==> config.mk <==
export PLATFORM = sky130hd
export DESIGN_NAME = multiplier_flat
export DESIGN_NICKNAME = d
export VERILOG_FILES = /design/src/rtl/multiplier_if.sv /design/src/rtl/multiplier.sv /design/src/flat_wrapper.sv
export SDC_FILE = /design/constraint.sdc
export NUM_CORES = 1
export LEC_CHECK = 0
export CAP_MARGIN = 20
export CORE_MARGIN = 5
export CORE_UTILIZATION = 35
export CTS_CLUSTER_DIAMETER = 100
export CTS_CLUSTER_SIZE = 28
export DETAILED_ROUTE_END_ITERATION = 10
export GPL_TIMING_DRIVEN = 1
export SLEW_MARGIN = 40
export SYNTH_ARGS = -nofsm -noshare
export SYNTH_HDL_FRONTEND = slang
export SYNTH_SLANG_ARGS = --single-unit
==> constraint.sdc <==
create_clock -name clk -period 6.45 [get_ports clk]
set_input_delay 1.29 -clock clk [delete_from_list [all_inputs] [get_ports clk]]
set_output_delay 1.29 -clock clk [all_outputs]
set_load 0.02 [all_outputs]
==> src/rtl/multiplier_if.sv <==
// Start/ready handshake and operand/result bus of the shift-add multiply-accumulate unit.
interface multiplier_if #(
  parameter int unsigned WIDTH = 8
);
  logic               sign;
  logic               start;
  logic [WIDTH-1:0]   multiplicand;
  logic [WIDTH-1:0]   multiplier;
  logic [WIDTH-1:0]   addend;
  logic [2*WIDTH-1:0] product;
  logic               ready;
  logic               busy;

  modport master (
    output sign, start, multiplicand, multiplier, addend,
    input  product, ready, busy
  );

  modport slave (
    input  sign, start, multiplicand, multiplier, addend,
    output product, ready, busy
  );
endinterface

==> src/rtl/multiplier.sv <==
// Sequential shift-add multiply-accumulate: product = multiplicand * multiplier + addend,
// unsigned or two's complement, one partial product per cycle over WIDTH cycles.
module multiplier #(
  parameter int unsigned WIDTH = 8
) (
  input  logic        clk,
  input  logic        reset,
  multiplier_if.slave bus
);

  localparam int unsigned PW = 2 * WIDTH;
  localparam int unsigned CW = $clog2(WIDTH + 1);

  typedef enum logic [1:0] {IDLE, RUN, FIX, DONE} state_t;

  state_t          state_q, state_d;
  logic [PW-1:0]   mcand_q;
  logic [WIDTH-1:0] mult_q;
  logic [PW-1:0]   acc_q;
  logic [PW-1:0]   addend_q;
  logic [PW-1:0]   product_q;
  logic [CW-1:0]   bits_q;
  logic            neg_q;
  logic            ready_q;
  logic            busy_q;

  logic [WIDTH-1:0] mcand_mag_c;
  logic [WIDTH-1:0] mult_mag_c;
  logic [PW-1:0]    addend_ext_c;
  logic [PW-1:0]    acc_signed_c;

  // Operand magnitudes; -2^(W-1) maps to 2^(W-1), which still fits unsigned in WIDTH bits.
  always_comb begin
    mcand_mag_c  = bus.multiplicand;
    mult_mag_c   = bus.multiplier;
    addend_ext_c = {{WIDTH{1'b0}}, bus.addend};
    if (bus.sign && bus.multiplicand[WIDTH-1]) begin
      mcand_mag_c = WIDTH'(0) - bus.multiplicand;
    end
    if (bus.sign && bus.multiplier[WIDTH-1]) begin
      mult_mag_c = WIDTH'(0) - bus.multiplier;
    end
    if (bus.sign) begin
      addend_ext_c = {{WIDTH{bus.addend[WIDTH-1]}}, bus.addend};
    end
  end

  always_comb begin
    acc_signed_c = acc_q;
    if (neg_q) begin
      acc_signed_c = PW'(0) - acc_q;
    end
  end

  always_ff @(posedge clk) begin
    if (reset) begin
      state_q <= IDLE;
    end else begin
      state_q <= state_d;
    end
  end

  // Start restarts from any state; otherwise step RUN -> FIX -> DONE -> IDLE.
  always_comb begin
    state_d = state_q;
    if (bus.start) begin
      state_d = RUN;
    end else begin
      case (state_q)
        RUN:     if (bits_q == CW'(1)) state_d = FIX;
        FIX:     state_d = DONE;
        DONE:    state_d = IDLE;
        default: state_d = IDLE;
      endcase
    end
  end

  always_ff @(posedge clk) begin
    if (reset) begin
      mcand_q   <= '0;
      mult_q    <= '0;
      acc_q     <= '0;
      addend_q  <= '0;
      product_q <= '0;
      bits_q    <= '0;
      neg_q     <= 1'b0;
      ready_q   <= 1'b0;
      busy_q    <= 1'b0;
    end else begin
      ready_q <= (state_d == DONE);
      busy_q  <= (state_d == RUN) || (state_d == FIX);
      if (bus.start) begin
        mcand_q  <= {{WIDTH{1'b0}}, mcand_mag_c};
        mult_q   <= mult_mag_c;
        addend_q <= addend_ext_c;
        neg_q    <= bus.sign & (bus.multiplicand[WIDTH-1] ^ bus.multiplier[WIDTH-1]);
        acc_q    <= '0;
        bits_q   <= CW'(WIDTH);
      end else begin
        case (state_q)
          RUN: begin
            if (mult_q[0]) begin
              acc_q <= acc_q + mcand_q;
            end
            mcand_q <= {mcand_q[PW-2:0], 1'b0};
            mult_q  <= {1'b0, mult_q[WIDTH-1:1]};
            bits_q  <= bits_q - CW'(1);
          end
          FIX:     product_q <= acc_signed_c + addend_q;
          default: ;
        endcase
      end
    end
  end

  assign bus.product = product_q;
  assign bus.ready   = ready_q;
  assign bus.busy    = busy_q;

endmodule

==> src/flat_wrapper.sv <==
// flat-port wrapper written by rule: the top's interface ports become plain ports
module multiplier_flat 
#(
  parameter int unsigned WIDTH = 8
)
  (clk, reset, bus_sign, bus_start, bus_multiplicand, bus_multiplier, bus_addend, bus_product, bus_ready, bus_busy);
  multiplier_if #(.WIDTH(WIDTH)) bus_i ();
  input  logic clk;
  input  logic reset;
  input wire logic [$bits(bus_i.sign)-1:0] bus_sign;
  input wire logic [$bits(bus_i.start)-1:0] bus_start;
  input wire logic [$bits(bus_i.multiplicand)-1:0] bus_multiplicand;
  input wire logic [$bits(bus_i.multiplier)-1:0] bus_multiplier;
  input wire logic [$bits(bus_i.addend)-1:0] bus_addend;
  output wire logic [$bits(bus_i.product)-1:0] bus_product;
  output wire logic [$bits(bus_i.ready)-1:0] bus_ready;
  output wire logic [$bits(bus_i.busy)-1:0] bus_busy;
  assign bus_i.sign = bus_sign;
  assign bus_i.start = bus_start;
  assign bus_i.multiplicand = bus_multiplicand;
  assign bus_i.multiplier = bus_multiplier;
  assign bus_i.addend = bus_addend;
  assign bus_product = bus_i.product;
  assign bus_ready = bus_i.ready;
  assign bus_busy = bus_i.busy;
  multiplier #(.WIDTH(WIDTH)) u_core (.clk(clk), .reset(reset), .bus(bus_i));
endmodule
======== Word-level counts from Yosys, hierarchy flattened ========
Index checks and enable logic that the tools add are counted.
word-level totals
  register bits ........................... 81
  bits in latches ......................... 0
  memory bits (writable) .................. 0
  bits in read-only memories .............. 0
  input bits .............................. 28
  output and inout bits ................... 18
  word-level logic and storage cells ...... 47
  memories kept ........................... 0
operators by class
  $add $sub $neg .......................... 6
  multipliers ............................. 0
  divide/modulo/power cells ............... 0
  $lt $le $gt $ge ......................... 0
  eq/ne operators ......................... 6
  shift-type cells ........................ 0
  muxes and demuxes ....................... 13
  bitwise operators ....................... 3
  reduce and logical (&&, ||, !) cells .... 7
operators by type and width
  cell                     number
  $mux W8                  6
  $add A16 B16 Y16         2
  $mux W16                 2
  $sub A1 B16 Y16 const A  1
  $sub A1 B8 Y8 const A    2
  $mux W4                  2
  $eq A2 B2 Y1 const B     3
  $eq A2 B1 Y1 const B     2
  $eq A4 B1 Y1 const B     1
  $mux W2                  2
  $pmux W2 S2              1
  $reduce_and A2 Y1        2
  $sub A4 B1 Y4 const B    1
  $logic_and A1 B1 Y1      2
  $reduce_bool A2 Y1       1
  $reduce_or A2 Y1         1
  $and A1 B1 Y1            1
  $logic_or A1 B1 Y1       1
  $not A1 Y1               1
  $xor A1 B1 Y1            1

======== Logic depth before layout (Yosys ltp) ========
  depth in word-level cells ............... 6
  mapped depth ............................ 13
  mapped depth without buffers ............ 13

======== Worst setup path after synthesis ========
No wires, ideal clock.
  kind .................................... flip-flop to flip-flop
  start ................................... register u_core.acc_q[2]
  end ..................................... register u_core.product_q[15] (netlist: u_core.bus.product[15])
  setup time .............................. 0.063 ns
  arrival time ............................ 3.258 ns
  required time ........................... 6.387 ns
  setup slack ............................. 3.129 ns
  cell stages (with the launch flop) ...... 13
  path buffers ............................ 0
  period minus slack after synthesis ...... 3.321 ns
  path through ............................ dfxtp_1 or3_1 or3b_1 or2_2 o31ai_1 xnor2_1 ha_1 a21oi_1 o21bai_1 a21oi_1 o311ai_0 or4_1 nand3_1
on the way
  longest elaborated chain between the ends .. 3
RTL lines
  item                    line               text
  from (decl)             multiplier.sv:19   logic [PW-1:0] acc_q;
  from (signal assigned)  multiplier.sv:103  acc_q <= acc_q + mcand_q;
  $sub A1 B16 Y16         multiplier.sv:51   acc_signed_c = PW'(0) - acc_q;
  $mux W16 (*)            multiplier.sv:50   if (neg_q) begin
  $add A16 B16 Y16 (*)    multiplier.sv:109  FIX: product_q <= acc_signed_c + addend_q;
  to (signal assigned)    multiplier.sv:109
  to (decl)               multiplier.sv:21   logic [PW-1:0] product_q;
Mark *: on every way between the ends. The rest lies on a longest branch, timed or not.
A chain may end at the register's enable or synchronous reset.

======== Final worst setup path ========
Ends and elaborated chain as after synthesis.

==> insert_results.sql <==
INSERT INTO impl_metrics (metric_group, metric, value, unit) VALUES
('run_status', 'status', 'completed', ''),
('logic_synthesis', 'synth_common_cells', 'sky130_fd_sc_hd__dfxtp_1, sky130_fd_sc_hd__nor2_1, sky130_fd_sc_hd__nand2_1', ''),
('worst_setup_path', 'critPathMaxStageDelay', '0.56', 'ns'),
('worst_setup_path', 'worst-endpoint-required', '6.73', 'ns'),
('clock_network', 'cts_setup_buffers', '0', ''),
('worst_setup_path', 'critical_path_peak_fanout', '6', ''),
('logic_synthesis', 'synth_async_sr_flop_share', '0', '%'),
('global_route', 'gr_usage_total', '13.8', '%'),
('logic_synthesis', 'ys_top_cells_by_area', 'sky130_fd_sc_hd__dfxtp_1, sky130_fd_sc_hd__ha_1, sky130_fd_sc_hd__xnor2_1, sky130_fd_sc_hd__a211oi_1, sky130_fd_sc_hd__a21oi_1', ''),
('logic_synthesis', 'area_share_of_the_largest_cell_type_after_synthesis', '31.1', '%'),
('worst_setup_path', 'r2r_start', 'u_core.acc_q[2]$_SDFFE_PP0P_', ''),
('hold_path', 'holdPathEnd', 'u_core.bus.product[0]$_SDFFE_PP0P_', ''),
('clock_network', 'cts_sinks', '74', ''),
('hold_path', 'timing.hold.worst_path_depth', '2', ''),
('worst_setup_path', 'critical_path_source_type', 'flop', ''),
('layout', 'antenna_cells_inserted', '0', ''),
('power_and_ir_drop', 'pwr_density_cell', '190', 'mW/mm²'),
('routing', 'vias', '4105', ''),
('worst_setup_path', 'signal_arrival_time_at_the_worst_endpoint', '3.93', 'ns'),
('timing', 'finalClockSkew', '0.00925', 'ns'),
('floorplanning', 'initial_core_util', '35.8', '%'),
('timing', 'period_needed', '3.66', 'ns'),
('global_route', 'grt_max_degree', '53', ''),
('timing', 'finalSetupTns', '0', 'ns'),
('place', 'dp_worst_setup_slack', '2.84', 'ns'),
('clock_network', 'cts-root-to-sink-buffers', '2', ''),
('timing', 'maxSlewHeadroom', '48.4', '%'),
('clock_network', 'cts_htree_levels', '3', ''),
('layout', 'layout.nets', '676', ''),
('worst_setup_path', 'cp.depth', '12', ''),
('worst_setup_path', 'rr_worst_depth', '12', ''),
('routing', 'wl_per_cell', '13.4', 'µm'),
('worst_setup_path', 'setup.worst_path.end_class', 'flop', ''),
('global_route', 'grt_pass1_wl', '18600', 'µm'),
('global_route', 'first_global_vias', '3936', ''),
('power_and_ir_drop', 'irDropWorstVdd', '0.119', 'mV'),
('clock_network', 'post_cts_resized', '0', ''),
('power_and_ir_drop', 'power.total', '1.07', 'mW'),
('floorplanning', 'num_io_pins', '46', ''),
('logic_synthesis', 'synth.yosys.seq_area_share', '31.1', '%'),
('logic_synthesis', 'synth-edff-count', '0', ''),
('worst_setup_path', 'critical-path-slowest-cell', 'sky130_fd_sc_hd__or4_1', ''),
('global_route', 'grt_overflow', '0', ''),
('timing', 'hold_viol', '0', ''),
('timing', 'final.period_utilization', '56.7', '%'),
('worst_setup_path', 'cp_top_family', 'simple AND/OR/NAND/NOR gates', ''),
('hold_path', 'timing.hold.worst.start', 'u_core.bus.product[0]$_SDFFE_PP0P_', ''),
('place', 'replace_congestion', '0.823', ''),
('clock_network', 'clock_tree_from_tritoncts', 'yes', ''),
('logic_synthesis', 'synthesis.yosys.warnings', '0', ''),
('floorplanning', 'die_width', '127', 'µm'),
('worst_setup_path', 'crit_path_cell_trace', 'or3_1 -> or3b_1 -> or2_2 -> o31ai_1 -> xnor2_1 -> ha_1 -> a21oi_1 -> o21bai_1 -> a21oi_1 -> o311ai_0 -> or4_1 -> nand3_1', ''),
('routing', 'drt-pass1-iter-count', '5', ''),
('place', 'number_of_port_buffers', '45', ''),
('clock_network', 'holdBufCountCts', '0', ''),
('logic_synthesis', 'yosys.cell_count.top_type', 'sky130_fd_sc_hd__dfxtp_1', ''),
('worst_setup_path', 'ff2ff_setup_slack', '2.79', 'ns'),
('logic_synthesis', 'postSynthAreaPerCell', '8.26', 'µm²'),
('timing', 'finalSetupViolCount', '0', ''),
('worst_setup_path', 'setup.worst_path.class', 'reg -> reg', ''),
('worst_setup_path', 'critPathBufInv', '0', ''),
('clock_network', 'root_buffer', 'sky130_fd_sc_hd__clkbuf_16', ''),
('floorplanning', 'number_of_cell_rows', '42', ''),
('layout', 'post_route_cells_drive_above_1_share', '4.24', '%'),
('clock_network', 'cts_buffers', '9', ''),
('routing', 'drtIter0Drc', '231', ''),
('logic_synthesis', 'yosysTopAreaCell', 'sky130_fd_sc_hd__dfxtp_1', ''),
('logic_synthesis', 'netlist_area', '0.00476', 'mm²'),
('timing', 'worstMarginPinSlew', '0.771', 'ns'),
('global_route', 'grt_antenna_before_repair', '0', ''),
('job', 'number_of_maximum_capacitance_violations', '0', '');
[layer usage]
metal	vias to the layer above	GRT usage [%]	wire, µm
li1	2172	-	-
met1	1843	18.8	5370
met2	79	21.7	4680
met3	11	2.40	410
met4	0	5.49	138
met5	-	0	0
[placed cells by master, fill, tap and decap left out, types with 30 or more instances in the layout]
master,instances
sky130_fd_sc_hd__xnor2_1,34
sky130_fd_sc_hd__a211oi_1,31
sky130_fd_sc_hd__a21oi_1,39
sky130_fd_sc_hd__o21ai_0,30
sky130_fd_sc_hd__dfxtp_1,74
sky130_fd_sc_hd__ha_1,38
sky130_fd_sc_hd__clkdlybuf4s50_1,43
sky130_fd_sc_hd__nand2_1,46
sky130_fd_sc_hd__nor2_1,51
[flip-flops by register name (all words and copies together), names as in the netlist]
name,cells
u_core.mult_q,8
u_core.bits_q,4
u_core.bus.busy,1
u_core.bus.product,16
u_core.state_q,2
u_core.mcand_q,16
u_core.bus.ready,1
u_core.addend_q,9
u_core.acc_q,16
u_core.neg_q,1
[per-stage QoR]
step	cells	utilization (%)	area, µm²	hold slack (ns)
3_3_place_gp	773	40.2	5340	0.443
5_1_grt	789	42.3	5630	0.486
2_1_floorplan	576	-	4760	0.467
3_5_place_dp	773	40.2	5350	0.446
6_report	789	42.3	5630	0.453
4_1_cts	789	42.3	5630	0.454
[worst min-delay path, cell delays in order, from the launching register on]
cell	delay, ns
sky130_fd_sc_hd__dfxtp_1	0.30
sky130_fd_sc_hd__nand2_1	0.05
sky130_fd_sc_hd__a21oi_1	0.05
[logic make-up after synthesis]
| kind of cell | share of synthesized area (%) |
|---|---|
| AND/OR/NAND/NOR | 20.8 |
| AO/OA/AOI/OAI | 22.6 |
| flip-flops | 31.1 |
| buffers and inverters | 3.71 |
| XOR/XNOR | 7.36 |
| adder cells (fa/ha/maj) | 10.8 |
| multiplexers | 3.58 |
[report_power, final]
part | internal, mW | switching [mW] | leakage, nW
registers | 0.471 | 0.0111 | 0.603
clock network | 0.282 | 0.191 | 0.132
logic | 0.0539 | 0.0618 | 1.44
total | 0.807 | 0.264 | 2.17
[cell type report]
cell class | instances | area, µm²
Sequential cell | 74 | 1480
Inverter | 19 | 71.3
Clock buffer | 13 | 260
Fill cell | 1333 | 7670
Clock inverter | 3 | 23.8
Multi-Input combinational cell | 455 | 3100
Tap cell | 176 | 220
Timing Repair Buffer | 49 | 470
[worst max-delay path by stage]
stage | startpoint | to | slack [ns]
6_report | u_core.acc_q[2]$_SDFFE_PP0P_ | u_core.bus.product[15]$_SDFFE_PP0P_ | 2.79
5_1_grt | u_core.acc_q[2]$_SDFFE_PP0P_ | u_core.bus.product[15]$_SDFFE_PP0P_ | 2.55
4_1_cts | u_core.acc_q[2]$_SDFFE_PP0P_ | u_core.bus.product[15]$_SDFFE_PP0P_ | 2.80
3_5_place_dp | u_core.acc_q[2]$_SDFFE_PP0P_ | u_core.bus.product[15]$_SDFFE_PP0P_ | 2.84
3_3_place_gp | u_core.acc_q[2]$_SDFFE_PP0P_ | u_core.bus.product[15]$_SDFFE_PP0P_ | 2.95
2_1_floorplan | u_core.acc_q[2]$_SDFFE_PP0P_ | u_core.bus.product[15]$_SDFFE_PP0P_ | 3.13
Power figures use the tool's default switching activity.
